--- config.mk ---
export PLATFORM = sky130hd
export DESIGN_NAME = serial_fifo_ctrl
export DESIGN_NICKNAME = d
export VERILOG_FILES = /design/src/rtl/serial_fifo_ctrl.sv
export SDC_FILE = /design/constraint.sdc
export NUM_CORES = 1
export LEC_CHECK = 0
export CAP_MARGIN = 20
export CORE_MARGIN = 2
export CORE_UTILIZATION = 56
export DETAILED_ROUTE_END_ITERATION = 7
export PLACE_DENSITY_LB_ADDON = 0.2
export SLEW_MARGIN = 20
export SYNTH_ARGS = -nofsm -noshare
export SYNTH_HDL_FRONTEND = slang
export SYNTH_SLANG_ARGS = --single-unit
export TNS_END_PERCENT = 30
--- constraint.sdc ---
create_clock -name clk -period 3.46 [get_ports clk]
set_input_delay 0.519 -clock clk [delete_from_list [all_inputs] [get_ports clk]]
set_output_delay 0.519 -clock clk [all_outputs]
set_load 0.01 [all_outputs]
--- src/rtl/serial_fifo_ctrl.sv ---
`default_nettype none
// ============================================================================
// Module      : serial_fifo_ctrl
// Description : Bus-mapped serial port controller with RX and TX byte FIFOs,
//               sticky overrun/overflow flags, a threshold/idle interrupt and
//               a three-state transmit sequencer (IDLE/START/SETTLE).
//               Optional feature macro: SERIAL_FIFO_OVRCNT_EN adds an 8-bit
//               saturating dropped-RX-byte counter in STATUS[31:24].
// Revision    : 1.0 - initial release
// ============================================================================
module serial_fifo_ctrl #(
    parameter int          RX_DEPTH_LOG2 = 4,     // legal range 1..7
    parameter int          TX_DEPTH_LOG2 = 4,     // legal range 1..7
    parameter logic [7:0]  RX_THRESH_RST = 8'd1
) (
    input  logic        clk,
    input  logic        rst,
    input  logic        enable_i,
    input  logic        readEnable_i,
    input  logic [1:0]  reg_i,
    input  logic [31:0] dataSave_i,
    output logic [31:0] dataLoad_o,
    output logic        int_o,
    input  logic        rxdReady_i,
    input  logic [7:0]  rxdData_i,
    input  logic        txdBusy_i,
    output logic        txdStart_o,
    output logic [7:0]  txdData_o
);

    localparam int c_RX_DEPTH = 2 ** RX_DEPTH_LOG2;
    localparam int c_TX_DEPTH = 2 ** TX_DEPTH_LOG2;
    localparam int c_RX_CW    = RX_DEPTH_LOG2 + 1;
    localparam int c_TX_CW    = TX_DEPTH_LOG2 + 1;

    localparam logic [1:0] c_REG_DATA   = 2'd0;
    localparam logic [1:0] c_REG_STATUS = 2'd1;
    localparam logic [1:0] c_REG_CTRL   = 2'd2;

    localparam logic [1:0] c_ST_IDLE   = 2'd0;
    localparam logic [1:0] c_ST_START  = 2'd1;
    localparam logic [1:0] c_ST_SETTLE = 2'd2;

    // ------------------------------------------------------------------
    // Storage and state
    // ------------------------------------------------------------------
    logic [7:0]               r_rx_mem [0:c_RX_DEPTH-1];
    logic [7:0]               r_tx_mem [0:c_TX_DEPTH-1];
    logic [RX_DEPTH_LOG2-1:0] r_rx_wr;
    logic [RX_DEPTH_LOG2-1:0] r_rx_rd;
    logic [c_RX_CW-1:0]       r_rx_cnt;
    logic [TX_DEPTH_LOG2-1:0] r_tx_wr;
    logic [TX_DEPTH_LOG2-1:0] r_tx_rd;
    logic [c_TX_CW-1:0]       r_tx_cnt;

    logic       r_rx_ovr;
    logic       r_tx_ovf;
    logic       r_rx_ie;
    logic       r_tx_ie;
    logic [7:0] r_rx_thresh;
    logic       r_int;
    logic [1:0] r_state;
    logic [1:0] w_state_nxt;
    logic       r_txd_start;
    logic [7:0] r_txd_data;

    // ------------------------------------------------------------------
    // Decode and FIFO control
    // ------------------------------------------------------------------
    logic       w_bus_rd;
    logic       w_bus_wr;
    logic       w_rx_empty;
    logic       w_rx_full;
    logic       w_tx_empty;
    logic       w_tx_full;
    logic       w_rx_pop;
    logic       w_rx_push;
    logic       w_rx_drop;
    logic       w_tx_pop;
    logic       w_tx_push;
    logic       w_tx_drop;
    logic       w_tx_idle;
    logic       w_stat_rd;
    logic       w_ctrl_wr;
    logic [7:0] w_rx_cnt8;
    logic [7:0] w_tx_cnt8;
    logic [7:0] w_ovr_field;
    logic [31:0] w_status;
    logic       w_int_cond;
    logic       w_unused_bits;

    assign w_bus_rd   = enable_i &  readEnable_i;
    assign w_bus_wr   = enable_i & ~readEnable_i;

    // Count MSB set means the count equals the depth
    assign w_rx_empty = (r_rx_cnt == '0);
    assign w_rx_full  = r_rx_cnt[RX_DEPTH_LOG2];
    assign w_tx_empty = (r_tx_cnt == '0);
    assign w_tx_full  = r_tx_cnt[TX_DEPTH_LOG2];

    assign w_rx_pop   = w_bus_rd && (reg_i == c_REG_DATA) && !w_rx_empty;
    // A pop in the same cycle frees the slot the incoming byte needs
    assign w_rx_push  = rxdReady_i && (!w_rx_full || w_rx_pop);
    assign w_rx_drop  = rxdReady_i &&  w_rx_full && !w_rx_pop;

    assign w_tx_push  = w_bus_wr && (reg_i == c_REG_DATA) && (!w_tx_full || w_tx_pop);
    assign w_tx_drop  = w_bus_wr && (reg_i == c_REG_DATA) &&  w_tx_full && !w_tx_pop;

    assign w_stat_rd  = w_bus_rd && (reg_i == c_REG_STATUS);
    assign w_ctrl_wr  = w_bus_wr && (reg_i == c_REG_CTRL);

    assign w_tx_idle  = w_tx_empty && (r_state == c_ST_IDLE) && !txdBusy_i;

    assign w_rx_cnt8  = 8'(r_rx_cnt);
    assign w_tx_cnt8  = 8'(r_tx_cnt);

    // Upper write-data bits have no destination in any register
    assign w_unused_bits = ^dataSave_i[31:16];

    // ------------------------------------------------------------------
    // Optional dropped-byte counter
    // ------------------------------------------------------------------
`ifdef SERIAL_FIFO_OVRCNT_EN
    logic [7:0] r_ovr_cnt;

    // Saturating count of dropped RX bytes; a drop coinciding with the clearing read still counts
    always_ff @(posedge clk) begin
        if (rst) begin
            r_ovr_cnt <= 8'h00;
        end else if (w_stat_rd) begin
            r_ovr_cnt <= w_rx_drop ? 8'h01 : 8'h00;
        end else if (w_rx_drop && (r_ovr_cnt != 8'hFF)) begin
            r_ovr_cnt <= r_ovr_cnt + 8'h01;
        end
    end

    assign w_ovr_field = r_ovr_cnt;
`else
    assign w_ovr_field = 8'h00;
`endif

    assign w_status = {w_ovr_field, w_tx_cnt8, w_rx_cnt8, 3'b000,
                       w_tx_idle, r_tx_ovf, r_rx_ovr, !w_tx_full, !w_rx_empty};

    // ------------------------------------------------------------------
    // RX FIFO
    // ------------------------------------------------------------------
    // RX data array; contents are don't-care while the count says empty
    always_ff @(posedge clk) begin
        if (w_rx_push) begin
            r_rx_mem[r_rx_wr] <= rxdData_i;
        end
    end

    // RX pointers and occupancy
    always_ff @(posedge clk) begin
        if (rst) begin
            r_rx_wr  <= '0;
            r_rx_rd  <= '0;
            r_rx_cnt <= '0;
        end else begin
            if (w_rx_push) begin
                r_rx_wr <= r_rx_wr + RX_DEPTH_LOG2'(1);
            end
            if (w_rx_pop) begin
                r_rx_rd <= r_rx_rd + RX_DEPTH_LOG2'(1);
            end
            if (w_rx_push && !w_rx_pop) begin
                r_rx_cnt <= r_rx_cnt + c_RX_CW'(1);
            end else if (!w_rx_push && w_rx_pop) begin
                r_rx_cnt <= r_rx_cnt - c_RX_CW'(1);
            end
        end
    end

    // ------------------------------------------------------------------
    // TX FIFO
    // ------------------------------------------------------------------
    // TX data array
    always_ff @(posedge clk) begin
        if (w_tx_push) begin
            r_tx_mem[r_tx_wr] <= dataSave_i[7:0];
        end
    end

    // TX pointers and occupancy; bus push and sequencer pop may coincide
    always_ff @(posedge clk) begin
        if (rst) begin
            r_tx_wr  <= '0;
            r_tx_rd  <= '0;
            r_tx_cnt <= '0;
        end else begin
            if (w_tx_push) begin
                r_tx_wr <= r_tx_wr + TX_DEPTH_LOG2'(1);
            end
            if (w_tx_pop) begin
                r_tx_rd <= r_tx_rd + TX_DEPTH_LOG2'(1);
            end
            if (w_tx_push && !w_tx_pop) begin
                r_tx_cnt <= r_tx_cnt + c_TX_CW'(1);
            end else if (!w_tx_push && w_tx_pop) begin
                r_tx_cnt <= r_tx_cnt - c_TX_CW'(1);
            end
        end
    end

    // ------------------------------------------------------------------
    // Sticky flags and control register
    // ------------------------------------------------------------------
    // Overrun/overflow flags: the event beats the clearing STATUS read
    always_ff @(posedge clk) begin
        if (rst) begin
            r_rx_ovr <= 1'b0;
            r_tx_ovf <= 1'b0;
        end else begin
            if (w_rx_drop) begin
                r_rx_ovr <= 1'b1;
            end else if (w_stat_rd) begin
                r_rx_ovr <= 1'b0;
            end
            if (w_tx_drop) begin
                r_tx_ovf <= 1'b1;
            end else if (w_stat_rd) begin
                r_tx_ovf <= 1'b0;
            end
        end
    end

    // CTRL register: interrupt enables and RX threshold
    always_ff @(posedge clk) begin
        if (rst) begin
            r_rx_ie     <= 1'b1;
            r_tx_ie     <= 1'b0;
            r_rx_thresh <= RX_THRESH_RST;
        end else if (w_ctrl_wr) begin
            r_rx_ie     <= dataSave_i[0];
            r_tx_ie     <= dataSave_i[1];
            r_rx_thresh <= dataSave_i[15:8];
        end
    end

    // ------------------------------------------------------------------
    // Interrupt
    // ------------------------------------------------------------------
    // A zero threshold disables the RX level interrupt entirely
    assign w_int_cond = (r_rx_ie && (w_rx_cnt8 >= r_rx_thresh) && (r_rx_thresh != 8'h00))
                     || (r_tx_ie && w_tx_idle);

    // Registered interrupt request
    always_ff @(posedge clk) begin
        if (rst) begin
            r_int <= 1'b0;
        end else begin
            r_int <= w_int_cond;
        end
    end

    // ------------------------------------------------------------------
    // TX sequencer
    // ------------------------------------------------------------------
    // State register
    always_ff @(posedge clk) begin
        if (rst) begin
            r_state <= c_ST_IDLE;
        end else begin
            r_state <= w_state_nxt;
        end
    end

    // Next-state logic; busy is only consulted while idle
    always_comb begin
        w_state_nxt = r_state;
        case (r_state)
            c_ST_IDLE: begin
                if (!w_tx_empty && !txdBusy_i) begin
                    w_state_nxt = c_ST_START;
                end
            end
            c_ST_START:  w_state_nxt = c_ST_SETTLE;
            c_ST_SETTLE: w_state_nxt = c_ST_IDLE;
            default:     w_state_nxt = c_ST_IDLE;
        endcase
    end

    // Output decode: the head is popped on the edge that enters START
    always_comb begin
        w_tx_pop = 1'b0;
        if ((r_state == c_ST_IDLE) && !w_tx_empty && !txdBusy_i) begin
            w_tx_pop = 1'b1;
        end
    end

    // Strobe and data registers: strobe is high exactly while in START
    always_ff @(posedge clk) begin
        if (rst) begin
            r_txd_start <= 1'b0;
            r_txd_data  <= 8'h00;
        end else begin
            r_txd_start <= w_tx_pop;
            if (w_tx_pop) begin
                r_txd_data <= r_tx_mem[r_tx_rd];
            end
        end
    end

    // ------------------------------------------------------------------
    // Bus read mux
    // ------------------------------------------------------------------
    // Combinational read data, zero unless a read is in progress
    always_comb begin
        dataLoad_o = 32'h0000_0000;
        if (w_bus_rd) begin
            case (reg_i)
                c_REG_DATA: begin
                    if (!w_rx_empty) begin
                        dataLoad_o = {24'h00_0000, r_rx_mem[r_rx_rd]};
                    end
                end
                c_REG_STATUS: dataLoad_o = w_status;
                c_REG_CTRL:   dataLoad_o = {16'h0000, r_rx_thresh, 6'b000000, r_tx_ie, r_rx_ie};
                default:      dataLoad_o = 32'h0000_0000;
            endcase
        end
    end

    assign int_o      = r_int;
    assign txdStart_o = r_txd_start;
    assign txdData_o  = r_txd_data;

endmodule
`default_nettype wire

==> flow_summary.ini, run 1 <==
[run_status]
run_status = completed

[finish]
nets = 946
fill_cells = 1432
utilization_pct = 67.33
regArea_um2 = 8771
drive_gt1_share_pct = 19.96
syn2layout_area_growth_pct = 17.09
final_cell_area_um2 = 14780
stdcell_count = 1177
diodes = 0
multiInputGateArea_um2 = 3578

[floorplan]
die_y_um = 154.2
die_area_um2 = 23760
core_um2 = 21960
start_util_pct = 57.50
io_pins = 90
rows = 54
die_x_um = 154.2

[timing]
finalClockSkew_ns = 0.01071
tightest_slew_ns = 1.020
finalSetupViolCount = 0
max_freq_mhz = 298.5
fin_setup_tns_ns = 0
rsz0062_at_grt = no
hold_ws_ns = 0.4223
slew_viol_final = 0
timing.final.crit_share_pct = 96.81
slew_headroom_pct = 31.97
period_needed_ns = 3.350
finalHoldViolCount = 0

[yosys]
synth_flop_cell = edfxtp_1
ys_warn_count = 0
synth_area_um2 = 12630
synth_cell_types = 52
syn_inst = 766
ys_seq_elements = 310
synth_top_area_share_pct = 60.89
ys_top_cells_by_area = edfxtp_1, mux4_2, dfxtp_1, nor2_1, ha_1
ys_seq_area_share_pct = 69.45
synth_top_area_cell = edfxtp_1
syn_area_per_cell_um2 = 16.48
synth_edf_count = 256
async_flop_share_pct = 0

[placed_design]
placed_area_um2 = 13760
post-place-cells = 1118
place_congestion = 0.8508
portBuffers = 62
dp_hpwl_mm = 16.50

[pwr]
pwr_density_cell_nw_per_um2 = 619.7
p_leak_nw = 4.904
ir_drop_mv = 0.4533

[job]
max_cap_violations = 0

[setup_path]
crit_type = reg -> out
start_kind = flip-flop
cp_cell_sequence = buf_12, mux4_2, mux2i_1, nor2_1, a21oi_2, o32ai_1, clkdlybuf4s50_1
end_kind = output port
cp_data_required_time_ns = 2.94
worstPathMaxFanout = 16
slowest_delay_ns = 0.52
r2r_cells = 10
arrival_ns = 2.83
slowest_stage = mux4_2

[drt]
ant_nets = 0
routed_via_density = 5.904
wirelength_mm = 25.40
dr.pass1.iters = 5
route.vias.total = 6949
wire_per_inst_um = 21.58
drt_first_iter_violations = 507
drc = 0

[clocking]
clock-sinks = 310
cts_tree = yes
ctsHoldBuffers = 0
cts_root_buffer = clkbuf_16
tritoncts.num_buffers = 31
ctsHtreeMaxLevel = 1
clk_path_buf_depth = 3
post_cts_buffers = 0
clk_latency_ns = 0.56
clk_pin_slew_ns = 0.06

[grt]
grt-ovfl-total = 0
grt_pass1_vias = 7003
grt_usage_pct = 21.79
grt_max_degree = 54
grt_pass1_wl_mm = 39.50
grt_antenna_before_repair = 0

[worst_hold_path]
hold_depth = 1
hold_path_class = reg -> reg
[sequential cells by signal (all words and copies together), names as in the netlist, named ones only]
signal / cells
r_rx_mem: 128
r_tx_mem: 128
r_rx_thresh: 8
txdData_o: 8
r_rx_cnt: 5
r_tx_cnt: 5
r_rx_rd: 4
r_rx_wr: 4
r_tx_rd: 4
r_tx_wr: 4
r_state: 2
int_o: 1
r_rx_ie: 1
r_rx_ovr: 1
r_tx_ie: 1
r_tx_ovf: 1
txdStart_o: 1
[through the flow]
stage / worst slack [ns] / total power, mW
CTS: 0.003940 / 9.211
floorplan: 0.2767 / 5.524
finish: 0.1102 / 9.162
global placement: 0.03734 / 5.959
global route: 0.03295 / 9.548
detailed placement: -0.01232 / 6.023
[power by group]
part / internal (mW) / total (mW) / switching (mW)
clock: 1.87 / 3.21 / 1.33
sequential: 4.21 / 4.39 / 0.180
combinational: 0.769 / 1.56 / 0.795
total: 6.86 / 9.16 / 2.31
[synthesized netlist by cell type, types with 2 or more instances]
master,count
edfxtp_1,256
nor2_1,88
mux4_2,64
dfxtp_1,54
a21oi_1,42
ha_1,24
nand2_1,21
clkbuf_1,19
buf_4,17
a22oi_1,16
mux2i_1,16
inv_1,15
nor2b_1,11
o21ai_0,10
xor2_1,10
buf_2,9
nor3_1,9
and2_1,8
a211oi_1,7
xnor2_1,7
buf_1,6
mux2_2,6
nand2b_1,6
or3_1,5
a21o_1,4
a22o_1,4
nand3_1,3
nand4_1,3
a211o_1,2
fa_1,2
[routing by layer]
layer	routed length, um	GRT usage (%)	vias to the layer above
met4	515	5.741	0
met2	12770	37.20	237
li1	-	-	3141
met1	10540	29.62	3529
met5	0	0	-
met3	1564	3.523	42
[logic make-up after synthesis]
kind of cell / after synthesis / share of synthesized area, %
fa+ha+maj: 26 / 2.695
compound gates: 95 / 4.836
simple gates: 163 / 5.966
flops: 310 / 69.45
other cells: 1 / 0.02970
mux: 86 / 13.22
buf+inv: 68 / 2.626
xor+xnor: 17 / 1.179
[worst max-delay path, delay by kind of cell, from the launching register on]
family	cells	cell delay (ns)
muxes	2	0.77
buffers and inverters	2	0.70
DFF	1	0.37
AOI/OAI and AO/OA	2	0.33
and+or+nand+nor	1	0.09
[cell type report]
class,count,share of cell area [%]
clock buffer,43,5.552
clock inverter,15,1.032
inverter,16,0.4062
multi-input combinational,398,24.20
sequential,310,59.33
tap,280,2.370
timing repair buffer,115,7.109
[path summary, 6_finish.rpt]
| check | slack [ns] | to | startpoint |
|---|---|---|---|
| min | 0.42 | r_state[1]$_SDFFE_PP0P_ | r_state[1]$_SDFFE_PP0P_ |
| max reg2reg | 0.60 | r_rx_cnt[4]$_SDFFE_PP0P_ | r_rx_cnt[0]$_SDFFE_PP0P_ |
| min reg2reg | 0.42 | r_state[1]$_SDFFE_PP0P_ | r_state[1]$_SDFFE_PP0P_ |
| max | 0.11 | dataLoad_o[4] | flip-flop |
[repair_timing]
item                                    CTS  global route
endpoints found under the setup margin    4             4
resized for setup                         0             4
cloned                                    1             0
[placed cells by master, fill, tap and decap left out, drive strengths merged, types with 10 or more instances in the layout]
master	n
clkdlybuf4s50	61
a21oi	44
o21ai	10
xor2	10
a22oi	16
dfxtp	54
nor2b	11
clkbuf	43
mux2i	16
edfxtp	256
inv	17
mux4	64
conb	11
ha	24
buf	53
clkinv	10
nand2	22
nor2	88
No activity file was read; power rests on OpenSTA's default activity.
==> inputs of run 2 (changes only) <==
--- a/config.mk
+++ b/config.mk
@@ -8,8 +8,10 @@
 export CAP_MARGIN = 20
 export CORE_MARGIN = 2
 export CORE_UTILIZATION = 56
+export CTS_BUF_LIST = sky130_fd_sc_hd__clkbuf_4 sky130_fd_sc_hd__clkbuf_8
 export DETAILED_ROUTE_END_ITERATION = 7
 export PLACE_DENSITY_LB_ADDON = 0.2
+export REMOVE_ABC_BUFFERS = 1
 export SLEW_MARGIN = 20
 export SYNTH_ARGS = -nofsm -noshare
 export SYNTH_HDL_FRONTEND = slang
==> run 2 against run 1 <==
Worst setup slack gained 0.016 ns; clock skew grew 0.0024 ns; critical path type unchanged; largest power group unchanged; largest cell class unchanged; first-iteration DRC count shrank 19%; worst hold slack lost 0.011 ns.
==> flow_summary.ini, run 2 (synthesized netlist as in run 1, its figures left out) <==
[grt]
grt_pass1_vias = 7117
grt_usage_pct = 21.35
grt_antenna_before_repair = 0
grt-ovfl-total = 0
grt_max_degree = 36
grt_pass1_wl_mm = 39.11

[finish]
fill_cells = 1453
syn2layout_area_growth_pct = 16.89
diodes = 0
nets = 969
reg_top3 = r_rx_mem x128, r_tx_mem x128
drive_gt1_share_pct = 23.42
utilization_pct = 67.21
layout_common_cells = edfxtp_1, nor2_1, mux4_2
layout_commonest_cell = edfxtp_1

[pwr]
seqPwrFrac_pct = 49.7
clockPowerShare_pct = 32.7
switchingPower_mw = 2.292
p_leak_nw = 4.952
ir_drop_mv = 0.3608
pwr_density_cell_nw_per_um2 = 600.2
comb_power_share_pct = 17.6
finalPower_mw = 8.857
switching_share_pct = 25.88
p_int_mw = 6.565

[timing]
slew_viol_final = 0
tightest_slew_ns = 0.7231
finalSetupViolCount = 0
fin_ws_ns = 0.1260
period_needed_ns = 3.334
finalClockSkew_ns = 0.01308
finalHoldViolCount = 0
rsz0062_at_grt = no
slew_headroom_pct = 51.70
fin_setup_tns_ns = 0
timing.final.crit_share_pct = 96.36
max_freq_mhz = 299.9

[clocking]
ctsHoldBuffers = 0
clk_path_buf_depth = 3
ctsHtreeMaxLevel = 2
clk_latency_ns = 0.55
clock-sinks = 310
cts_root_buffer = clkbuf_8
cts_tree = yes
tritoncts.num_buffers = 48
clk_pin_slew_ns = 0.06

[setup_path]
arrival_ns = 2.82
end_kind = output port
worstPathMaxFanout = 12
start_kind = flip-flop
cp_data_required_time_ns = 2.94
reg2reg_to = r_tx_cnt[4]$_SDFFE_PP0P_
worstReg2RegStart = r_state[0]$_SDFFE_PP0P_
r2r_slack_ns = 0.66
crit_type = reg -> out
r2r_cells = 11

[worst_hold_path]
hold-path-endpoint = r_state[1]$_SDFFE_PP0P_
hold_start = r_state[1]$_SDFFE_PP0P_
hold_path_class = reg -> reg
hold_depth = 1

[floorplan]
io_pins = 90
core_um2 = 21960
die_x_um = 154.2
die_area_um2 = 23760
start_util_pct = 57.50
rows = 54
die_y_um = 154.2

[drt]
wirelength_mm = 24.86
routed_via_density = 5.671
drc = 0
wire_per_inst_um = 20.53
ant_nets = 0
drt_first_iter_violations = 413
dr.pass1.iters = 5
route.vias.total = 6868

[placed_design]
portBuffers = 62
pre_cts_slack_ns = 0.01492
place_congestion = 0.8103
dp_hpwl_mm = 16.41

[job]
max_cap_violations = 0

[run_status]
run_status = completed
[run 2: cell count changes in the layout (fill, tap and decap cells not counted), moves of 2 or more]
cell | previous run | this run
buf_4 | 51 | 56
bufinv_16 | 3 | 1
clkbuf_1 | 12 | 0
clkbuf_16 | 31 | 0
clkbuf_4 | 0 | 17
clkbuf_8 | 0 | 49
clkinv_1 | 6 | 12
clkinv_2 | 3 | 7
[run 2: worst max-delay path by stage]
stage / start / slack (ns) / to / cells after the start
5_1_grt: flip-flop / 0.02 / dataLoad_o[3] / 7
3_5_place_dp: reg_i[1] / 0.01 / r_tx_cnt[4]$_SDFFE_PP0P_ / 11
3_3_place_gp: reg_i[1] / 0.07 / r_tx_cnt[4]$_SDFFE_PP0P_ / 11
2_1_floorplan: txdBusy_i / 0.37 / r_tx_cnt[4]$_SDFFE_PP0P_ / 11
4_1_cts: flip-flop / 0.02 / dataLoad_o[5] / 6
6_report: flip-flop / 0.13 / dataLoad_o[3] / 7
[run 2: cell type report]
| class | count | area, um^2 | area share, % |
|---|---|---|---|
| flip-flops and latches | 310 | 8773 | 59.45 |
| multi-input cells | 398 | 3575 | 24.22 |
| repair buffers | 121 | 1087 | 7.368 |
| clock buffers | 66 | 802.0 | 5.435 |
| well taps | 280 | 350.3 | 2.374 |
| clock inverters | 20 | 110.1 | 0.7461 |
| inverters | 16 | 60.06 | 0.4070 |
[run 2: layer usage]
metal | routed length [um] | global-route usage [%] | vias to the layer above
met2 | 13220 | 37.95 | 172
li1 | - | - | 3183
met1 | 10100 | 27.10 | 3470
met5 | 0 | 0 | -
met3 | 1096 | 3.664 | 43
met4 | 450 | 6.453 | 0
[run 2: power by group through the flow]
stage / combinational (mW) / sequential [mW] / clock (mW)
after floorplan: 0.984 / 4.49 / 0
after global placement: 1.49 / 4.47 / 0
after detailed placement: 1.55 / 4.48 / 0
after CTS: 1.56 / 4.40 / 2.96
after global routing: 1.72 / 4.43 / 3.10
final: 1.56 / 4.40 / 2.90
[run 2: worst max-delay path, stage by stage (launching register included)]
cell and delay (ns):
dfxtp_4 0.41, buf_12 0.18, mux4_2 0.51, mux2i_1 0.23, nor2_1 0.11, a21oi_2 0.19, o21ai_0 0.12, clkdlybuf4s50_1 0.50
[run 2: timing repair]
action,CTS,global route
pin swaps,0,0
buffers inserted,0,5
resized for setup,4,1
setup endpoints to repair,6,5
[run 2: metrics by stage]
step | std cells | area [um^2] | hold WS (ns)
finish | 1211 | 14760 | 0.4112
global route | 1211 | 14760 | 0.4384
CTS | 1206 | 14720 | 0.4164
detailed placement | 1120 | 13790 | 0.4069
global placement | 1120 | 13790 | 0.4022
floorplan | 724 | 12390 | 0.3891
==> inputs of run 3 (changes only) <==
--- a/config.mk
+++ b/config.mk
@@ -10,9 +10,9 @@
 export CORE_UTILIZATION = 56
 export CTS_BUF_LIST = sky130_fd_sc_hd__clkbuf_4 sky130_fd_sc_hd__clkbuf_8
 export DETAILED_ROUTE_END_ITERATION = 7
-export PLACE_DENSITY_LB_ADDON = 0.2
+export PLACE_DENSITY = 0.85
 export REMOVE_ABC_BUFFERS = 1
-export SLEW_MARGIN = 20
+export SLEW_MARGIN = 10
 export SYNTH_ARGS = -nofsm -noshare
 export SYNTH_HDL_FRONTEND = slang
 export SYNTH_SLANG_ARGS = --single-unit
==> constraint.sdc (replaced) <==
create_clock -name clk -period 3.46 [get_ports clk]
set_input_delay 0.519 -clock clk [delete_from_list [all_inputs] [get_ports clk]]
set_output_delay 0.519 -clock clk [all_outputs]
set_load 0.1 [all_outputs]
==> run 3 against run 2 <==
Clock power rose by 3%; worst hold slack improved by 0.0028 ns; flip-flop and latch count stayed put; die area did not move; utilization grew 0.83 points.
==> flow_summary.ini, run 3 (synthesized netlist as in run 1, its figures left out) <==
[run_status]
run_status = completed

[worst_hold_path]
hold_start = r_state[1]$_SDFFE_PP0P_
hold_path_class = reg -> reg

[setup_path]
slowest_delay_ns = 0.55
r2r_slack_ns = 0.65
slowest_stage = dfxtp_4
end_kind = output port
critPathCapture = dataLoad_o[3]
r2r_cells = 10
worstPathMaxFanout = 15
arrival_ns = 2.70
start_kind = flip-flop
worstReg2RegStart = r_rx_cnt[0]$_SDFFE_PP0P_
reg2reg_to = r_rx_cnt[4]$_SDFFE_PP0P_
crit_type = reg -> out
cp_cell_sequence = buf_4, mux4_2, mux2i_1, nor2_1, a21oi_1, o21ai_0, buf_12
cp_data_required_time_ns = 2.94

[drt]
wirelength_mm = 25.26
ant_nets = 0
drc = 0
drt_first_iter_violations = 526
routed_via_density = 5.813
dr.pass1.iters = 7
wire_per_inst_um = 20.91
route.vias.total = 7022

[timing]
period_needed_ns = 3.223
slew_viol_final = 0
tightest_slew_ns = 1.039
max_freq_mhz = 310.3
finalHoldViolCount = 0
finalSetupViolCount = 0
slew_headroom_pct = 30.77
timing.final.crit_share_pct = 93.14
rsz0062_at_grt = no
finalClockSkew_ns = 0.04887
hold_ws_ns = 0.4140

[finish]
nets = 964
diodes = 0
drive_gt1_share_pct = 25.54
layout_common_cells = edfxtp_1, nor2_1, mux4_2
utilization_pct = 68.04
layout_commonest_cell = edfxtp_1
reg_top3 = r_rx_mem x128, r_tx_mem x128
syn2layout_area_growth_pct = 18.33

[pwr]
p_leak_nw = 5.049
pwr_density_cell_nw_per_um2 = 622.9
finalPower_mw = 9.306
ir_drop_mv = 0.5079

[clocking]
tritoncts.num_buffers = 47
cts_tree = yes
clock-sinks = 310
clk_pin_slew_ns = 0.06
cts_root_buffer = clkbuf_8
ctsHtreeMaxLevel = 2
clk_latency_ns = 0.59
clk_path_buf_depth = 3

[grt]
grt_max_degree = 54
grt_pass1_wl_mm = 39.69
grt_pass1_vias = 7232
grt_usage_pct = 21.84
grt_antenna_before_repair = 0
grt-ovfl-total = 0

[floorplan]
core_um2 = 21960
io_pins = 90
rows = 54
die_area_um2 = 23760
die_x_um = 154.2
start_util_pct = 57.50
die_y_um = 154.2

[placed_design]
place_congestion = 0.7996
portBuffers = 62
dp_hpwl_mm = 16.54

[job]
max_cap_violations = 0
-- run 3: cell types whose count changed in the layout (fill, tap and decap cells not counted), sizes merged --
cell,before,now
inv,16,17
bufinv,1,0
clkdlybuf4s50,61,40
buf,60,77
clkbuf,66,72
clkinv,19,14
-- run 3: what timing repair did --
item,CTS,global route
buffers inserted,0,0
gates resized for setup,1,0
setup endpoints to repair,1,0
hold buffers,0,0
-- run 3: through the flow --
step	setup TNS [ns]	cell area, um^2	std cells	setup WS [ns]
after floorplan	-8.468	12390	724	-1.363
after global placement	0	13970	1121	0.05717
after detailed placement	0	13970	1121	0.005167
after CTS	0	14940	1208	0.1942
after global routing	0	14940	1208	0.08069
final	0	14940	1208	0.2374
-- run 3: worst min-delay path by stage --
stage / end / cells after the start / slack (ns)
floorplan: r_state[1]$_SDFFE_PP0P_ / 1 / 0.39
global placement: r_state[1]$_SDFFE_PP0P_ / 1 / 0.40
detailed placement: r_state[1]$_SDFFE_PP0P_ / 1 / 0.41
CTS: r_state[1]$_SDFFE_PP0P_ / 1 / 0.41
global route: r_state[1]$_SDFFE_PP0P_ / 1 / 0.42
finish: r_state[1]$_SDFFE_PP0P_ / 1 / 0.41
-- run 3: area by class of cell --
cell class	instances	area [um^2]
sequential	310	8773
fill	1352	7018
multi-input combinational	398	3563
timing repair buffer	117	1226
clock buffer	72	884.6
tap	280	350.3
clock inverter	15	82.58
inverter	16	60.06
-- run 3: routing by layer --
metal,part of all wire (%),vias up,global-route usage [%]
met4,1.8,0,7.076
met3,6.4,38,4.143
met1,41,3519,29.19
li1,-,3179,-
met2,51,286,36.69
met5,0,-,0
-- run 3: critical path: cells and delay by family, from the launching register on --
| kind | cells | cell delay (ns) |
|---|---|---|
| AO/OA/AOI/OAI | 2 | 0.41 |
| buffers and inverters | 2 | 0.43 |
| multiplexers | 2 | 0.67 |
| AND/OR/NAND/NOR | 1 | 0.10 |
| flip-flops | 1 | 0.55 |
-- run 3: where the power goes --
group | switching [mW] | internal [mW]
clock network | 1.36 | 1.64
logic | 1.12 | 0.788
registers | 0.180 | 4.21
total | 2.66 | 6.64
